### config.mk
export PLATFORM = sky130hd
export DESIGN_NAME = usb_tx_controller
export DESIGN_NICKNAME = d
export VERILOG_FILES = /design/src/rtl/usb_pkg.sv /design/src/rtl/usb_bit_encoder.sv /design/src/rtl/usb_tx_controller.sv
export SDC_FILE = /design/constraint.sdc
export NUM_CORES = 1
export LEC_CHECK = 0
export CORE_ASPECT_RATIO = 1.2
export CORE_MARGIN = 4
export CORE_UTILIZATION = 63
export CTS_CLUSTER_DIAMETER = 150
export DETAILED_ROUTE_END_ITERATION = 16
export PLACE_DENSITY = 0.91
export REMOVE_ABC_BUFFERS = 1
export SETUP_SLACK_MARGIN = 0.5
export SLEW_MARGIN = 5
export SYNTH_ARGS = -nofsm -noshare
export SYNTH_HDL_FRONTEND = slang
export SYNTH_HIERARCHICAL = 1
export SYNTH_SLANG_ARGS = --single-unit
### constraint.sdc
create_clock -name clk -period 7.23 [get_ports clk]
set_input_delay 0.723 -clock clk [delete_from_list [all_inputs] [get_ports clk]]
set_output_delay 0.723 -clock clk [all_outputs]
set_load 0.02 [all_outputs]
### src/rtl/usb_pkg.sv
// Shared constants, state encoding and CRC helper for the USB full-speed transmitter.
package usb_pkg;

    localparam logic [7:0]  PID_ACK    = 8'hD2;
    localparam logic [7:0]  PID_NAK    = 8'h5A;
    localparam logic [7:0]  PID_DATA0  = 8'hC3;
    localparam logic [7:0]  PID_DATA1  = 8'h4B;
    localparam logic [7:0]  SYNC_BYTE  = 8'h80;
    localparam logic [15:0] CRC16_POLY = 16'h8005;
    localparam logic [15:0] CRC16_INIT = 16'hFFFF;

    typedef enum logic [3:0] {
        IDLE,
        LOAD,
        SYNC,
        PID,
        DATA,
        CRC,
        EOP_SE0,
        EOP_J,
        DONE
    } tx_state_e;

    // One payload bit into the CRC16 register, shift-left form.
    function automatic logic [15:0] crc16_step(input logic [15:0] crc, input logic b);
        crc16_step = {crc[14:0], 1'b0} ^ ((b ^ crc[15]) ? CRC16_POLY : 16'h0000);
    endfunction

endpackage

### src/rtl/usb_bit_encoder.sv
// Bit-time generator: down-counting bit timer, NRZI line state and bit stuffing.
// The packet FSM offers one symbol per bit time; a stuff bit withholds bit_taken.
module usb_bit_encoder #(
    parameter int CLKS_PER_BIT = 8
) (
    input  logic clk,
    input  logic n_rst,
    input  logic clear_ones,
    input  logic bit_in,
    input  logic bit_valid,
    input  logic se0,
    input  logic force_j,
    output logic bit_taken,
    output logic bit_tick,
    output logic dplus,
    output logic dminus
);
    localparam int TW = (CLKS_PER_BIT > 1) ? $clog2(CLKS_PER_BIT) : 1;
    localparam logic [TW-1:0] TIMER_RELOAD = TW'(CLKS_PER_BIT - 1);

    logic [TW-1:0] timer_q, timer_d;
    logic [2:0]    ones_q, ones_d, ones_base;
    logic          dp_q, dp_d, dm_q, dm_d;
    logic          stuff_due;

    assign bit_tick  = (timer_q == '0);
    assign ones_base = clear_ones ? 3'd0 : ones_q;
    assign stuff_due = (ones_base == 3'd6);
    assign bit_taken = bit_tick && bit_valid && !stuff_due;
    assign dplus     = dp_q;
    assign dminus    = dm_q;

    always_comb begin
        timer_d = timer_q;
        ones_d  = ones_base;
        dp_d    = dp_q;
        dm_d    = dm_q;
        if (!bit_tick) begin
            timer_d = timer_q - TW'(1);
        end else if (stuff_due) begin
            timer_d = TIMER_RELOAD;
            ones_d  = 3'd0;
            dp_d    = dm_q;
            dm_d    = dp_q;
        end else if (bit_valid) begin
            timer_d = TIMER_RELOAD;
            if (se0) begin
                dp_d   = 1'b0;
                dm_d   = 1'b0;
                ones_d = 3'd0;
            end else if (force_j) begin
                dp_d   = 1'b1;
                dm_d   = 1'b0;
                ones_d = 3'd0;
            end else if (bit_in) begin
                ones_d = ones_base + 3'd1;
            end else begin
                dp_d   = dm_q;
                dm_d   = dp_q;
                ones_d = 3'd0;
            end
        end else begin
            // Nothing offered: park the bus in J with the timer held at zero.
            dp_d   = 1'b1;
            dm_d   = 1'b0;
            ones_d = 3'd0;
        end
    end

    always_ff @(posedge clk or negedge n_rst) begin
        if (!n_rst) begin
            timer_q <= '0;
            ones_q  <= 3'd0;
            dp_q    <= 1'b1;
            dm_q    <= 1'b0;
        end else begin
            timer_q <= timer_d;
            ones_q  <= ones_d;
            dp_q    <= dp_d;
            dm_q    <= dm_d;
        end
    end

endmodule

### src/rtl/usb_tx_controller.sv
// Device-side USB full-speed packet transmitter: handshake or DATA0/1 + CRC16.
//   state   | meaning
//   IDLE    | bus J, waiting for a command
//   LOAD    | init CRC and stuff counter, offer first SYNC bit
//   SYNC    | remaining SYNC bits
//   PID     | PID byte, LSB first
//   DATA    | payload bytes from FIFO
//   CRC     | complemented CRC16, bit 15 first
//   EOP_SE0 | two SE0 bit times
//   EOP_J   | one J bit time, then wait for it to finish
//   DONE    | tx_done or tx_err pulse
module usb_tx_controller
    import usb_pkg::*;
#(
    parameter int CLKS_PER_BIT = 8,
    parameter int MAX_BYTES    = 64
) (
    input  logic       clk,
    input  logic       n_rst,
    input  logic       tx_send_good,
    input  logic       tx_send_bad,
    input  logic       tx_transmit,
    input  logic       data_pid_sel,
    input  logic [6:0] byte_count,
    input  logic [7:0] fifo_rdata,
    input  logic       fifo_empty,
    output logic       fifo_read,
    output logic       dplus_out,
    output logic       dminus_out,
    output logic       tx_busy,
    output logic       tx_done,
    output logic       tx_err
);
    tx_state_e   state_q;
    logic [3:0]  bit_idx_q;
    logic [7:0]  pid_q;
    logic [7:0]  shift_q;
    logic [15:0] crc_q;
    logic [6:0]  len_q;
    logic [6:0]  bytes_left_q;
    logic        is_data_q;
    logic        abort_q;
    logic        fifo_read_q;
    logic        tx_busy_q;
    logic        tx_done_q;
    logic        tx_err_q;

    logic bit_in, bit_valid, se0, force_j, bit_taken, bit_tick;

    usb_bit_encoder #(
        .CLKS_PER_BIT(CLKS_PER_BIT)
    ) u_enc (
        .clk        (clk),
        .n_rst      (n_rst),
        .clear_ones (state_q == LOAD),
        .bit_in     (bit_in),
        .bit_valid  (bit_valid),
        .se0        (se0),
        .force_j    (force_j),
        .bit_taken  (bit_taken),
        .bit_tick   (bit_tick),
        .dplus      (dplus_out),
        .dminus     (dminus_out)
    );

    // Symbol offered to the encoder for the next bit time.
    always_comb begin
        bit_in    = 1'b0;
        bit_valid = 1'b0;
        se0       = 1'b0;
        force_j   = 1'b0;
        case (state_q)
            LOAD: begin
                bit_in    = SYNC_BYTE[0];
                bit_valid = 1'b1;
            end
            SYNC: begin
                bit_in    = SYNC_BYTE[bit_idx_q[2:0]];
                bit_valid = 1'b1;
            end
            PID: begin
                bit_in    = pid_q[bit_idx_q[2:0]];
                bit_valid = 1'b1;
            end
            DATA: begin
                bit_in    = shift_q[0];
                bit_valid = 1'b1;
            end
            CRC: begin
                bit_in    = ~crc_q[15];
                bit_valid = 1'b1;
            end
            EOP_SE0: begin
                se0       = 1'b1;
                bit_valid = 1'b1;
            end
            EOP_J: begin
                force_j   = 1'b1;
                bit_valid = (bit_idx_q == 4'd0);
            end
            default: ;
        endcase
    end

    always_ff @(posedge clk or negedge n_rst) begin
        if (!n_rst) begin
            state_q      <= IDLE;
            bit_idx_q    <= 4'd0;
            pid_q        <= 8'h00;
            shift_q      <= 8'h00;
            crc_q        <= CRC16_INIT;
            len_q        <= 7'd0;
            bytes_left_q <= 7'd0;
            is_data_q    <= 1'b0;
            abort_q      <= 1'b0;
            fifo_read_q  <= 1'b0;
            tx_busy_q    <= 1'b0;
            tx_done_q    <= 1'b0;
            tx_err_q     <= 1'b0;
        end else begin
            fifo_read_q <= 1'b0;
            tx_done_q   <= 1'b0;
            tx_err_q    <= 1'b0;
            case (state_q)
                IDLE: begin
                    bit_idx_q <= 4'd0;
                    if (tx_send_bad) begin
                        pid_q     <= PID_NAK;
                        is_data_q <= 1'b0;
                        state_q   <= LOAD;
                    end else if (tx_send_good) begin
                        pid_q     <= PID_ACK;
                        is_data_q <= 1'b0;
                        state_q   <= LOAD;
                    end else if (tx_transmit) begin
                        if (byte_count > 7'(MAX_BYTES)) begin
                            tx_err_q <= 1'b1;
                        end else begin
                            pid_q     <= data_pid_sel ? PID_DATA1 : PID_DATA0;
                            len_q     <= byte_count;
                            is_data_q <= 1'b1;
                            state_q   <= LOAD;
                        end
                    end
                end
                LOAD: begin
                    crc_q     <= CRC16_INIT;
                    abort_q   <= 1'b0;
                    tx_busy_q <= 1'b1;
                    if (bit_taken) begin
                        bit_idx_q <= 4'd1;
                        state_q   <= SYNC;
                    end
                end
                SYNC: begin
                    if (bit_taken) begin
                        if (bit_idx_q == 4'd7) begin
                            bit_idx_q <= 4'd0;
                            state_q   <= PID;
                        end else begin
                            bit_idx_q <= bit_idx_q + 4'd1;
                        end
                    end
                end
                PID: begin
                    if (bit_taken) begin
                        if (bit_idx_q == 4'd7) begin
                            bit_idx_q <= 4'd0;
                            if (!is_data_q) begin
                                state_q <= EOP_SE0;
                            end else if (len_q == 7'd0) begin
                                state_q <= CRC;
                            end else if (fifo_empty) begin
                                abort_q <= 1'b1;
                                state_q <= EOP_SE0;
                            end else begin
                                shift_q      <= fifo_rdata;
                                fifo_read_q  <= 1'b1;
                                bytes_left_q <= len_q - 7'd1;
                                state_q      <= DATA;
                            end
                        end else begin
                            bit_idx_q <= bit_idx_q + 4'd1;
                        end
                    end
                end
                DATA: begin
                    if (bit_taken) begin
                        crc_q   <= crc16_step(crc_q, shift_q[0]);
                        shift_q <= {1'b0, shift_q[7:1]};
                        if (bit_idx_q == 4'd7) begin
                            bit_idx_q <= 4'd0;
                            if (bytes_left_q == 7'd0) begin
                                state_q <= CRC;
                            end else if (fifo_empty) begin
                                abort_q <= 1'b1;
                                state_q <= EOP_SE0;
                            end else begin
                                shift_q      <= fifo_rdata;
                                fifo_read_q  <= 1'b1;
                                bytes_left_q <= bytes_left_q - 7'd1;
                            end
                        end else begin
                            bit_idx_q <= bit_idx_q + 4'd1;
                        end
                    end
                end
                CRC: begin
                    if (bit_taken) begin
                        crc_q <= {crc_q[14:0], 1'b0};
                        if (bit_idx_q == 4'd15) begin
                            bit_idx_q <= 4'd0;
                            state_q   <= EOP_SE0;
                        end else begin
                            bit_idx_q <= bit_idx_q + 4'd1;
                        end
                    end
                end
                EOP_SE0: begin
                    if (bit_taken) begin
                        if (bit_idx_q == 4'd1) begin
                            bit_idx_q <= 4'd0;
                            state_q   <= EOP_J;
                        end else begin
                            bit_idx_q <= bit_idx_q + 4'd1;
                        end
                    end
                end
                EOP_J: begin
                    // idx 0: J offered; idx 1: wait until the J bit time has elapsed.
                    if (bit_idx_q == 4'd0) begin
                        if (bit_taken) begin
                            bit_idx_q <= 4'd1;
                        end
                    end else if (bit_tick) begin
                        bit_idx_q <= 4'd0;
                        tx_busy_q <= 1'b0;
                        tx_done_q <= !abort_q;
                        tx_err_q  <= abort_q;
                        state_q   <= DONE;
                    end
                end
                DONE: begin
                    bit_idx_q <= 4'd0;
                    state_q   <= IDLE;
                end
                default: begin
                    state_q <= IDLE;
                end
            endcase
        end
    end

    assign fifo_read = fifo_read_q;
    assign tx_busy   = tx_busy_q;
    assign tx_done   = tx_done_q;
    assign tx_err    = tx_err_q;

endmodule
# ---- After elaboration in Yosys (flattened, before gate mapping)
# Memories as Yosys holds them, arrays and structs flattened.
# Index checks and enable logic that the tools add are counted.
dict set report totals {
  register_bits 68
  rom_bits 8
  output_inout_bits 6
  memories 1
}
# memory words word_bits read_ports rd_clocked_by_memory_dff write_ports line_no
set mem_list {}
lappend mem_list {{(name not given)} 8 1 1 0 0 usb_tx_controller.sv:78} ;# bit_in = SYNC_BYTE[bit_idx_q[2:0]];
dict set report classes {
  addsub 5
  n_lt_le_gt_ge 2
  eq_ne 38
  mux 124
  bitwise 6
  reduce_logical 28
}
# cell count
set ops {}
lappend ops {{$mux 4} 28}
lappend ops {{$mux 8} 14}
lappend ops {{$mux 7} 9}
lappend ops {{$mux 16} 3}
lappend ops {{$pmux 16 s3} 1}
lappend ops {{$mux 1} 45}
lappend ops {{$ne 2x2->1 const B} 17}
lappend ops {{$pmux 4 s8} 1}
lappend ops {{$mux 3} 10}
lappend ops {{$pmux 4 s6} 1}
lappend ops {{$eq 4x3->1 const B} 5}
lappend ops {{$pmux 8 s2} 1}
lappend ops {{$reduce_and 16->1} 1}
lappend ops {{$xor 16x16->16} 1}
lappend ops {{$logic_not 7->1} 2}
lappend ops {{$pmux 7 s2} 1}
lappend ops {{$sub 7x1->7 const B} 2}
lappend ops {{$reduce_and 10->1} 1}
lappend ops {{$reduce_and 5->1} 2}
lappend ops {{$reduce_and 3->1} 3}
lappend ops {{$reduce_bool 3->1} 3}
lappend ops {{$eq 4x1->1 const B} 2}
lappend ops {{$eq 4x2->1 const B} 2}
lappend ops {{$eq 4x4->1 const B} 2}
lappend ops {{30 further kinds} 46}

# ---- Logic depth before layout (Yosys ltp)
dict set report depth {
  depth_word 9
  mapped_depth 14
}

# ---- Modules after synthesis
# Netlist, hierarchy kept.
# module n_inst cells_per_inst area_per_inst_um2
set by_module_without_submodules {}
lappend by_module_without_submodules {usb_tx_controller 1 323 3309.4}
lappend by_module_without_submodules {usb_bit_encoder 1 51 516.7}

# ---- Worst setup path before layout
# Ideal clock, no wire load.
dict set report synth_timing {
  path_kind {register -> register}
  from {reg state_q[0]}
  to {reg crc_q[0]}
  setup_time_ns 0.077
  arrival_time_ns 3.304
  path_slack_ns 3.849
  path_stages_with_launch 15
  n_path_buf 4
  period_less_slack_ns 3.381
  cell_sequence {dfrtp_1 > buf_2 > buf_2 > nor4b_1 > nor2b_1 > ha_1 > inv_1 > nor2_1 > nor3_1 > clkbuf_1 > mux2i_1 > nor3_2 > buf_2 > nor2_1 > a31oi_1}
}
dict set report synth_between {
  elab_chain_len 7
  word_cells_on_any_way 19
  cone_classes {eq/ne: 10; mux: 3; reduce/logical: 6}
}
# item line_no
set synth_rtl {}
lappend synth_rtl {{start: declaration} usb_tx_controller.sv:34} ;# tx_state_e state_q;
lappend synth_rtl {{start signal: assignment} usb_tx_controller.sv:107} ;# state_q <= IDLE;
lappend synth_rtl {{start signal: assignment} usb_tx_controller.sv:130} ;# state_q <= LOAD;
lappend synth_rtl {{start signal: assignment} usb_tx_controller.sv:134} ;# state_q <= LOAD;
lappend synth_rtl {{$eq 4x3->1 (tied with other cells)} usb_tx_controller.sv:72} ;# case (state_q)
lappend synth_rtl {{$reduce_or 6->1 (no source line) or $mux 3 (tied branches)} -}
lappend synth_rtl {{$pmux 1 s2 or $eq 3x3->1 (tied branches)} {usb_tx_controller.sv:72, usb_bit_encoder.sv:28}}
lappend synth_rtl {{$logic_and 1x1->1 or $logic_not 1->1 (tied branches)} usb_bit_encoder.sv:29} ;# assign bit_taken = bit_tick && bit_valid && !stuff_due;
lappend synth_rtl {{$logic_and 1x1->1 *} usb_bit_encoder.sv:29}
lappend synth_rtl {{named net bit_taken} usb_tx_controller.sv:48} ;# logic bit_in, bit_valid, se0, force_j, bit_taken, bit_tick;
lappend synth_rtl {{$ne 2x2->1 (no source line)} -}
lappend synth_rtl {{$reduce_and 3->1 (no source line) *} -}
lappend synth_rtl {{end signal: assignment} usb_tx_controller.sv:189} ;# crc_q <= crc16_step(crc_q, shift_q[0]);
lappend synth_rtl {{end signal: assignment} usb_tx_controller.sv:210} ;# crc_q <= {crc_q[14:0], 1'b0};
lappend synth_rtl {{end: declaration} usb_tx_controller.sv:38} ;# logic [15:0] crc_q;
# Mark *: on every way through the listed nets, which the timed path passes. The rest lies on a longest branch.
# A chain may end at the register's enable or synchronous reset.

# ---- Final worst setup path
dict set report layout_timing {
  from {reg state_q[0]}
  to {reg crc_q[15]}
}
# The elaborated chain is that of the path after synthesis.

==> impl_results.md <==
- Fin area: ~0.0043 mm^2
- Hold_buf cts: 0
- Pre-Repair DR Iteration Count: 5
- Layout cells sized above 1: about 17%
- Post-DP HPWL: 5852 um
- Power per Cell Area: 365.0 mW/mm^2
- Unique masters post-synth: 85
- Final TNS setup: 0 ns
- Post-Route WL: 8280 um
- H-tree depth: 3
- Layout Skew: 0.007629 ns
- Total placed cells including tap cells: 466
- First DRT Iteration DRCs: 206
- I/O pins: 28
- Synth area leaders: dfrtp_1 31%, dfstp_2 12%, o22a_1 3.7%
- Async S/R FF share, synth: 100.0%
- Worst skew pair latency: about 0.35 ns
- GR Util All Layers: 24.41%
- Status: finished, final reports clean
- Post-synth EDFFs: 0
- Synthesized area: 0.003826 mm^2
- Post-Syn Area per Cell: 10.23 um^2
- Period Utilization, post-route: 57.51%
- Buffers on Ports: 27
- Final hold slack: 0.4395 ns
- Startpoint types: register
- Final Critical Period: 4.158 ns
- Die X: about 80 um
- Critical-path maximum fanout: 23
- Core Area: just under 0.006 mm^2
- Die area: 0.007389 mm^2
- Fin cells: 482
- Antenna diodes: 0
- Die Ht: 93.37 um
- TritonCTS clock tree: built
- Actual slew at the worst max-slew pin: 1.039 ns
- Initial antenna violation count: 0
- Total number of vias: slightly above 3000
- Initial core utilization: 66.19%
- Vias per cell: 6.407
- Yosys warnings: 6
- Largest area contributor in the netlist: dfrtp_1
- Final setup margin: 3.072 ns
- VDD IR max: around 0.24 mV
- Worst Path Required: 7.46 ns
- Final Hold Viols: 0
- Synth top area share: 30.74%
- Number of synthesized register bits: 64
- DP Area: 0.004111 mm^2
- Place WS: 3.243 ns
- Drt drc: 0
- GRT overflow: 0
- First-pass GRT wire length: 14100 um
- Fillers: 414
- Area Growth Syn to Fin: 12.95%
- RSZ-0062 raised after global routing: false
- Max_slew headroom: ~30%
- Largest net degree at the start of global routing: 65
- Leak: 1.809 nW
- Sequence of cells on the critical path: nor4b_1 > nor2b_1 > ha_1 > inv_1 > nor2_1 > nor3_1 > buf_4 > mux2i_1 > nor3_2 > nand2_1 > o22ai_1 > a221oi_1
- Root Driver: clkbuf_8
- Worst min path class: reg -> reg
- CP Capture Type: register
- Finish-stage setup viols: 0
- Vias in the first global route: between 3000 and 4000
- Final ANT Viol Nets: 0
- Max Slew Vio Count: 0
- Drt wl/cell: 17.18 um
- Slowest CP cell: nor4b_1
- Clock buffer depth: 2
- Nets: ~430
- WS Path Type: reg -> reg
- Slowest Stage Delay on Critical Path: 0.83 ns
- # rows: 30
- Post-CTS Setup Inserts: 0
- Post-cts resize count: 0
- Clk pin slew, worst setup/hold paths: roughly 0.070 ns
- Mapped Cells: 374
- Critical Path AT: roughly 4.4 ns
- Buf/Inv on CP: 2
- Routability cong.: 0.8845
- Cell family with most CP delay: simple AND/OR/NAND/NOR gates
- CTS Buf Count: 9
- Synth Flop Type: dfrtp_1
- CTS sink count: 64
- Max Cap Viol: 0
- Sequential-to-total area share from yosys stat: approximately 42%
- Fmax: 240.5 MHz
## cell usage in the layout, fill, tap and decap left out, types with 4 or more instances in the layout
master and n:
ha_1 9, nor2_1 17, o21ai_0 23, nor3_1 11, dfstp_2 17, mux2_1 9, nor4_1 5, o2bb2ai_1 5
mux2i_1 12, clkdlybuf4s50_1 26, clkbuf_8 10, o22ai_1 4, nand3_1 6, o22a_1 16, a21oi_1 21, dfrtp_1 47
inv_1 17, nor2b_1 6, nand2b_1 7, nand2_1 32
## final timing paths
kind,start,slack [ns],endpoint,cells after the start
worst min-delay path,abort_q,0.44,tx_done,1
worst max-delay path,state_q[0],3.07,crc_q[15],12
worst min register to register,abort_q,0.44,tx_done,1
worst max register to register,state_q[0],3.07,crc_q[15],12
max in group asynchronous,n_rst,6.16,pid_q[0],2
min in group asynchronous,n_rst,0.55,state_q[2],2
## final cells by class
class	instances	area (um^2)	area share, %
well taps	80	100.1	2.316
repair buffers	29	280.3	6.485
flip-flops and latches	64	1623	37.55
clock inverters	3	18.77	0.4343
multi-input cells	273	2026	46.87
clock buffers	13	191.4	4.430
inverters	20	82.58	1.911
## through the flow
step,power [mW],util (%)
floorplan,1.077,-
global placement,1.218,71.13
detailed placement,1.256,71.13
CTS,1.575,74.76
global route,1.685,74.76
finish,1.577,74.76
## Yosys cell counts (3+ instances only)
| cell type | count |
|---|---|
| a21o_1 | 3 |
| a21oi_1 | 21 |
| a221oi_1 | 3 |
| a22o_1 | 3 |
| and3_1 | 3 |
| buf_2 | 7 |
| clkbuf_1 | 5 |
| dfrtp_1 | 47 |
| dfstp_2 | 17 |
| ha_1 | 9 |
| inv_1 | 17 |
| mux2_1 | 9 |
| mux2i_1 | 12 |
| nand2_1 | 32 |
| nand2_2 | 3 |
| nand2b_1 | 7 |
| nand3_1 | 6 |
| nor2_1 | 17 |
| nor2b_1 | 6 |
| nor3_1 | 11 |
| nor4_1 | 5 |
| o211ai_1 | 3 |
| o21ai_0 | 23 |
| o21bai_1 | 3 |
| o22a_1 | 16 |
| o22ai_1 | 4 |
| o2bb2ai_1 | 5 |
| xnor2_1 | 3 |
## logic make-up after synthesis
logic type      share of synthesized area, %
simple gates                           19.78
buf+inv                                4.643
compound gates                         22.69
fa+ha+maj                              2.943
flops                                  42.41
mux                                    6.377
xor+xnor                               1.145
## flip-flops by register name (all words and copies together), names as in the netlist, 4 cells and up
name	count
len_q	7
state_q	4
shift_q	8
pid_q	5
crc_q	16
bit_idx_q	4
bytes_left_q	7
## where the power goes
part	switching, mW	internal [mW]
clock	0.139	0.175
combinational	0.353	0.299
sequential	0.136	0.475
## routing by layer
layer  part of all wire (%)  vias up  wire length, um  track usage [%]
met2                     50      113             4117            39.75
met3                    4.9       27              409            3.661
met4                    3.9        0              325            13.47
li1                       -     1432                -                -
met5                      0        -                0                0
met1                     41     1516             3427            31.11
Power figures use the tool's default switching activity.
